<file path="src/rtl/fp_mul_iterative.sv">
// Sequential IEEE-754-style multiplier: radix-2^BITS_PER_CYCLE shift-add significand core,
// round-to-nearest-even, DAZ/FTZ, per-result exception flags, valid/ready on both sides.
module fp_mul_iterative #(
    parameter int EXP_W          = 8,
    parameter int MAN_W          = 23,
    parameter int BITS_PER_CYCLE = 1   // must divide MAN_W+1
) (
    input  logic                   clk,
    input  logic                   rst,
    input  logic                   in_valid,
    output logic                   in_ready,
    input  logic [EXP_W+MAN_W:0]   a,
    input  logic [EXP_W+MAN_W:0]   b,
    output logic                   out_valid,
    input  logic                   out_ready,
    output logic [EXP_W+MAN_W:0]   result,
    output logic                   flag_invalid,
    output logic                   flag_overflow,
    output logic                   flag_underflow,
    output logic                   flag_inexact
);
    localparam int W      = 1 + EXP_W + MAN_W;
    localparam int SIG_W  = MAN_W + 1;
    localparam int ACC_W  = 2 * SIG_W;
    localparam int N      = SIG_W / BITS_PER_CYCLE;
    localparam int CNT_W  = $clog2(N + 1);
    localparam int BIAS_I = 2 ** (EXP_W - 1) - 1;
    localparam int MAXE_I = 2 ** EXP_W - 1;

    localparam logic signed [EXP_W+1:0] BIAS     = BIAS_I[EXP_W+1:0];
    localparam logic signed [EXP_W+1:0] MAX_EXP  = MAXE_I[EXP_W+1:0];
    localparam logic [CNT_W-1:0]        LAST_CNT = CNT_W'(N - 1);
    localparam logic [W-1:0]            QNAN     = {1'b0, {EXP_W{1'b1}}, 1'b1, {(MAN_W-1){1'b0}}};

    typedef enum logic [2:0] {IDLE, CLASSIFY, MULT, ROUND, DONE} state_t;

    state_t                   state, state_next;
    logic [W-1:0]             a_q, b_q;
    logic [ACC_W-1:0]         mcand, acc;
    logic [SIG_W-1:0]         mplier;
    logic [CNT_W-1:0]         cnt;
    logic signed [EXP_W+1:0]  exp_q;

    // Operand decode (valid from CLASSIFY onward, operands held in a_q/b_q)
    logic [EXP_W-1:0] ea, eb;
    logic [MAN_W-1:0] fa, fb;
    logic             sign, a_zero, b_zero, a_inf, b_inf, a_nan, b_nan, special;

    assign ea     = a_q[W-2 -: EXP_W];
    assign eb     = b_q[W-2 -: EXP_W];
    assign fa     = a_q[MAN_W-1:0];
    assign fb     = b_q[MAN_W-1:0];
    assign sign   = a_q[W-1] ^ b_q[W-1];
    assign a_zero = (ea == '0);
    assign b_zero = (eb == '0);
    assign a_inf  = (&ea) & ~(|fa);
    assign b_inf  = (&eb) & ~(|fb);
    assign a_nan  = (&ea) & (|fa);
    assign b_nan  = (&eb) & (|fb);
    assign special = a_zero | b_zero | a_inf | b_inf | a_nan | b_nan;

    logic signed [EXP_W+1:0] exp_sum;
    assign exp_sum = $signed({2'b00, ea}) + $signed({2'b00, eb}) - BIAS;

    logic [W-1:0] spec_result;
    logic         spec_invalid;

    // NOTE: every always_comb output gets a default first so no path leaves it unassigned (no latch).
    always_comb begin
        spec_result  = {sign, {(W-1){1'b0}}};
        spec_invalid = 1'b0;
        if (a_nan || b_nan) begin
            spec_result = QNAN;
        end else if ((a_inf && b_zero) || (a_zero && b_inf)) begin
            spec_result  = QNAN;
            spec_invalid = 1'b1;
        end else if (a_inf || b_inf) begin
            spec_result = {sign, {EXP_W{1'b1}}, {MAN_W{1'b0}}};
        end
    end

    // Normalise so the hidden bit sits just above bit ACC_W-2; norm drops that always-one bit.
    logic [ACC_W-2:0]        norm;
    logic [MAN_W-1:0]        kept_frac, frac_rnd;
    logic                    guard, sticky, round_up, carry;
    logic signed [EXP_W+1:0] exp_final;
    logic                    ovf, unf;

    assign norm      = acc[ACC_W-1] ? acc[ACC_W-2:0] : {acc[ACC_W-3:0], 1'b0};
    assign kept_frac = norm[ACC_W-2 -: MAN_W];
    assign guard     = norm[SIG_W-1];
    assign sticky    = |norm[SIG_W-2:0];
    assign round_up  = guard & (sticky | kept_frac[0]);
    assign carry     = round_up & (&kept_frac);
    assign frac_rnd  = kept_frac + MAN_W'(round_up);
    assign exp_final = exp_q + $signed({{(EXP_W+1){1'b0}}, acc[ACC_W-1]})
                             + $signed({{(EXP_W+1){1'b0}}, carry});
    assign ovf       = (exp_final >= MAX_EXP);
    assign unf       = exp_final[EXP_W+1] || (exp_final == '0);

    always_ff @(posedge clk) begin
        if (rst) state <= IDLE;
        else     state <= state_next;
    end

    always_comb begin
        state_next = state;
        in_ready   = 1'b0;
        out_valid  = 1'b0;
        case (state)
            IDLE: begin
                in_ready = 1'b1;
                if (in_valid) state_next = CLASSIFY;
            end
            CLASSIFY: state_next = special ? DONE : MULT;
            MULT:     if (cnt == LAST_CNT) state_next = ROUND;
            ROUND:    state_next = DONE;
            DONE: begin
                out_valid = 1'b1;
                if (out_ready) state_next = IDLE;
            end
            default:  state_next = IDLE;
        endcase
    end

    // NOTE: sequential state uses non-blocking assignments so every register samples pre-edge values.
    always_ff @(posedge clk) begin
        if (rst) begin
            a_q            <= '0;
            b_q            <= '0;
            mcand          <= '0;
            mplier         <= '0;
            acc            <= '0;
            cnt            <= '0;
            exp_q          <= '0;
            result         <= '0;
            flag_invalid   <= 1'b0;
            flag_overflow  <= 1'b0;
            flag_underflow <= 1'b0;
            flag_inexact   <= 1'b0;
        end else begin
            case (state)
                IDLE: if (in_valid) begin
                    a_q <= a;
                    b_q <= b;
                end
                CLASSIFY: begin
                    if (special) begin
                        result         <= spec_result;
                        flag_invalid   <= spec_invalid;
                        flag_overflow  <= 1'b0;
                        flag_underflow <= 1'b0;
                        flag_inexact   <= 1'b0;
                    end else begin
                        mcand  <= ACC_W'({1'b1, fa});
                        mplier <= {1'b1, fb};
                        acc    <= '0;
                        cnt    <= '0;
                        exp_q  <= exp_sum;
                    end
                end
                MULT: begin
                    acc    <= acc + mcand * ACC_W'(mplier[BITS_PER_CYCLE-1:0]);
                    mcand  <= mcand << BITS_PER_CYCLE;
                    mplier <= mplier >> BITS_PER_CYCLE;
                    cnt    <= cnt + CNT_W'(1);
                end
                ROUND: begin
                    flag_invalid   <= 1'b0;
                    flag_overflow  <= ovf;
                    flag_underflow <= unf && !ovf;
                    if (ovf) begin
                        result       <= {sign, {EXP_W{1'b1}}, {MAN_W{1'b0}}};
                        flag_inexact <= 1'b1;
                    end else if (unf) begin
                        result       <= {sign, {(W-1){1'b0}}};
                        flag_inexact <= 1'b1;
                    end else begin
                        result       <= {sign, exp_final[EXP_W-1:0], frac_rnd};
                        flag_inexact <= guard | sticky;
                    end
                end
                default: ;
            endcase
        end
    end
endmodule

</file>
<file path="config.mk">
export PLATFORM = sky130hd
export DESIGN_NAME = fp_mul_iterative
export DESIGN_NICKNAME = d
export VERILOG_FILES = /design/src/rtl/fp_mul_iterative.sv
export SDC_FILE = /design/constraint.sdc
export NUM_CORES = 1
export LEC_CHECK = 0
export CORE_UTILIZATION = 53
export DETAILED_ROUTE_END_ITERATION = 6
export PLACE_DENSITY = 0.77
export REMOVE_ABC_BUFFERS = 1
export SLEW_MARGIN = 20
export SYNTH_ARGS = -nofsm -noshare
export SYNTH_HDL_FRONTEND = slang
export SYNTH_SLANG_ARGS = --single-unit
</file>
<file path="constraint.sdc">
create_clock -name clk -period 4.4 [get_ports clk]
set_clock_uncertainty 0.05 [all_clocks]
set_input_delay 0.44 -clock clk [delete_from_list [all_inputs] [get_ports clk]]
set_output_delay 0.44 -clock clk [all_outputs]
set_load 0.02 [all_outputs]
</file>
==> flow_metrics.env <==
export IMPL_crit_type="flop to flop"
export IMPL_synthFlopType="dfxtp_1"
export IMPL_cts_clk_slew_worst_paths_ps=60
export IMPL_netlist_instances=1693
export IMPL_numCtsBuffers=27
export IMPL_drtAntennaViolNets=0
export IMPL_grt_overflow=0
export IMPL_post_drt_wl_per_cell_um=16.30
export IMPL_hold_class="input port to flop"
export IMPL_status="finished clean"
export IMPL_n_fill_cell=2228
export IMPL_clk_insertion_delay_late_ps=550
export IMPL_dp_hpwl_mm=24.12
export IMPL_p_per_area_nw_per_um2=337.3
export IMPL_die_h_um=160.0
export IMPL_die_w_um=160.0
export IMPL_grt_max_degree=112
export IMPL_placed_cells=2042
export IMPL_drtIter0Drc=841
export IMPL_min_period_ps=4134
export IMPL_final_common_cell="nand2_1"
export IMPL_initial_core_util=0.5427
export IMPL_critPathArrivalTime_ps=4560
export IMPL_syn_area_um2=13240
export IMPL_firstDrtPassIters=6
export IMPL_slew_headroom=0.2758
export IMPL_fin_tns_setup_ps=0
export IMPL_end_kind="flop"
export IMPL_leakage_nw=6.060
export IMPL_htree_levels=1
export IMPL_p_total_mw=5.203
export IMPL_mostFrequentLayoutCells="nand2_1, dfxtp_1, nor2_1, a21oi_1, clkdlybuf4s50_1"
export IMPL_port_buffer_count=105
export IMPL_cts_tree="built"
export IMPL_cts_path_max_buffers=3
export IMPL_vias=12280
export IMPL_crit_required_ps=4830
export IMPL_antenna_found_initial=0
export IMPL_root_buffer="clkbuf_16"
export IMPL_nets=1885
export IMPL_setup_viol=0
export IMPL_yosysWarnings=0
export IMPL_max_freq_mhz=241.9
export IMPL_synth_edf_count=0
export IMPL_hold_viol=0
export IMPL_utilization=0.6325
export IMPL_grt_pass1_vias=11470
export IMPL_std_cell_rows=57
export IMPL_max_vdd_ir_drop_v=0.0003595
export IMPL_grt_pass1_wl_mm=56.61
export IMPL_rsz0062_at_grt="false"
export IMPL_crit_path_start_kind="flop"
export IMPL_layout_drive_gt1_share=0.06229
export IMPL_groute_usage_overall=0.2626
export IMPL_max_cap_violations=0
export IMPL_drc=0
export IMPL_async_flop_share=0
export IMPL_slew_viol_final=0
export IMPL_cts_sinks=238
export IMPL_post_route_period_util=0.9396
export IMPL_via_per_inst=5.873
export IMPL_drt_wl_total_mm=34.06
export IMPL_ys_ff_latch=238
export IMPL_pre_cts_ws_ps=186.5
export IMPL_area_delta_synth_final_pct=16.54
export IMPL_fp_dieArea_um2=25610
export IMPL_ys_seq_area_frac=0.3600
export IMPL_pin_count=106
export IMPL_layout_setup_ws_ps=265.8
export IMPL_cts_hold_buf=0
export IMPL_diodes=0
export IMPL_synth_area_per_cell_um2=7.818
export IMPL_post_layout_nonfiller_instances=2090
export IMPL_path_max_fanout=23
export IMPL_ys_types=82
export IMPL_place_congestion=0.9085
export IMPL_worstMarginPinSlew_ps=1085
export IMPL_core_area_um2=24390
## through the flow
stage	cell area [um2]	hold WS [ps]
after floorplan	12790	380.7
after global placement	14520	391.6
after detailed placement	14520	397.4
after CTS	15390	309.0
after global routing	15430	337.0
final	15430	320.7
## power breakdown
part           internal [mW]  leakage (nW)  total, mW  switching, mW
Sequential              2.27          1.93       2.36         0.0957
Clock                   1.31         0.429       2.20          0.896
Combinational          0.232          3.70      0.637          0.405
## cell usage after synthesis, types with 12 or more instances
master    instances  area (um2)
a22oi_1          51       382.9
and2_1           56       350.3
nor2_1          182       683.2
buf_1            14       52.55
a21oi_1         165       825.8
a311oi_1         57       499.2
a31oi_1          16       100.1
nor3_1           12       60.06
nor4_1           23       143.9
a21o_1           22       165.2
and3_1           18       112.6
o21bai_1         14       105.1
nand2_1         306        1149
clkbuf_1         88       330.3
xor2_1           22       192.7
nand4_1          25       156.4
dfxtp_1         238        4765
o21ai_0          36       180.2
ha_1             66       825.8
nand3_1          41       205.2
inv_1            28       105.1
a211oi_1         15       112.6
a22o_1           19       166.4
xnor2_1          42       367.9
## layout make-up
type,count,area [um2],share of cell area
Clock buffer,42,802.0,0.05199
Clock inverter,5,68.82,0.004461
Inverter,29,108.9,0.007057
Multi-Input combinational cell,1315,7983,0.5175
Sequential cell,238,4766,0.3089
Tap cell,324,405.4,0.02628
Timing Repair Buffer,137,1292,0.08379
## cells by family after synthesis
kind of cell | share of synthesized area
DFF | 0.3600
xor gates and xnor gates | 0.04235
and+or+nand+nor | 0.2411
muxes | 0.01210
AOI/OAI and AO/OA | 0.2358
buffers and inverters | 0.04169
adders and majority gates | 0.06693
## sequential cells by signal (all words and copies together) (netlist names)
register        flops
b_q                32
flag_invalid        1
flag_underflow      1
flag_overflow       1
flag_inexact        1
acc                48
cnt                 5
a_q                32
exp_q              10
result             32
state               3
mcand              48
mplier             24
## repair_timing
item | CTS | global route
endpoints found under the setup margin | 0 | 14
resized for setup | 0 | 3
setup buffers | 0 | 1
## final timing paths
check,start,endpoint,slack [ps],depth (start not counted)
worst max-delay path,acc[47],result[18],270,17
worst min-delay path,rst,acc[1],320,2
worst max register to register,acc[47],result[18],270,17
worst min register to register,result[18],result[18],410,2
## worst max-delay path: stages (launching register included)
cell and delay (ps):
dfxtp_2 590, a21oi_1 150, or3_1 460, nor2_1 160
nand3_1 120, fa_1 420, inv_1 90, ha_1 190
and4_2 260, nand2_1 90, xor2_2 190, nand4_1 90
nor3b_1 50, buf_4 160, nor4_4 360, o21ai_0 160
a311o_1 340, a21oi_1 110
## per-layer routing
| metal | vias up | global-route usage | share of wire |
|---|---|---|---|
| met4 | 0 | 0.07143 | 0.025 |
| met2 | 309 | 0.4496 | 0.48 |
| li1 | 6152 | - | - |
| met3 | 55 | 0.02727 | 0.045 |
| met1 | 5759 | 0.3503 | 0.45 |
| met5 | - | 0 | 0 |
No activity file was read; power rests on OpenSTA's default activity.
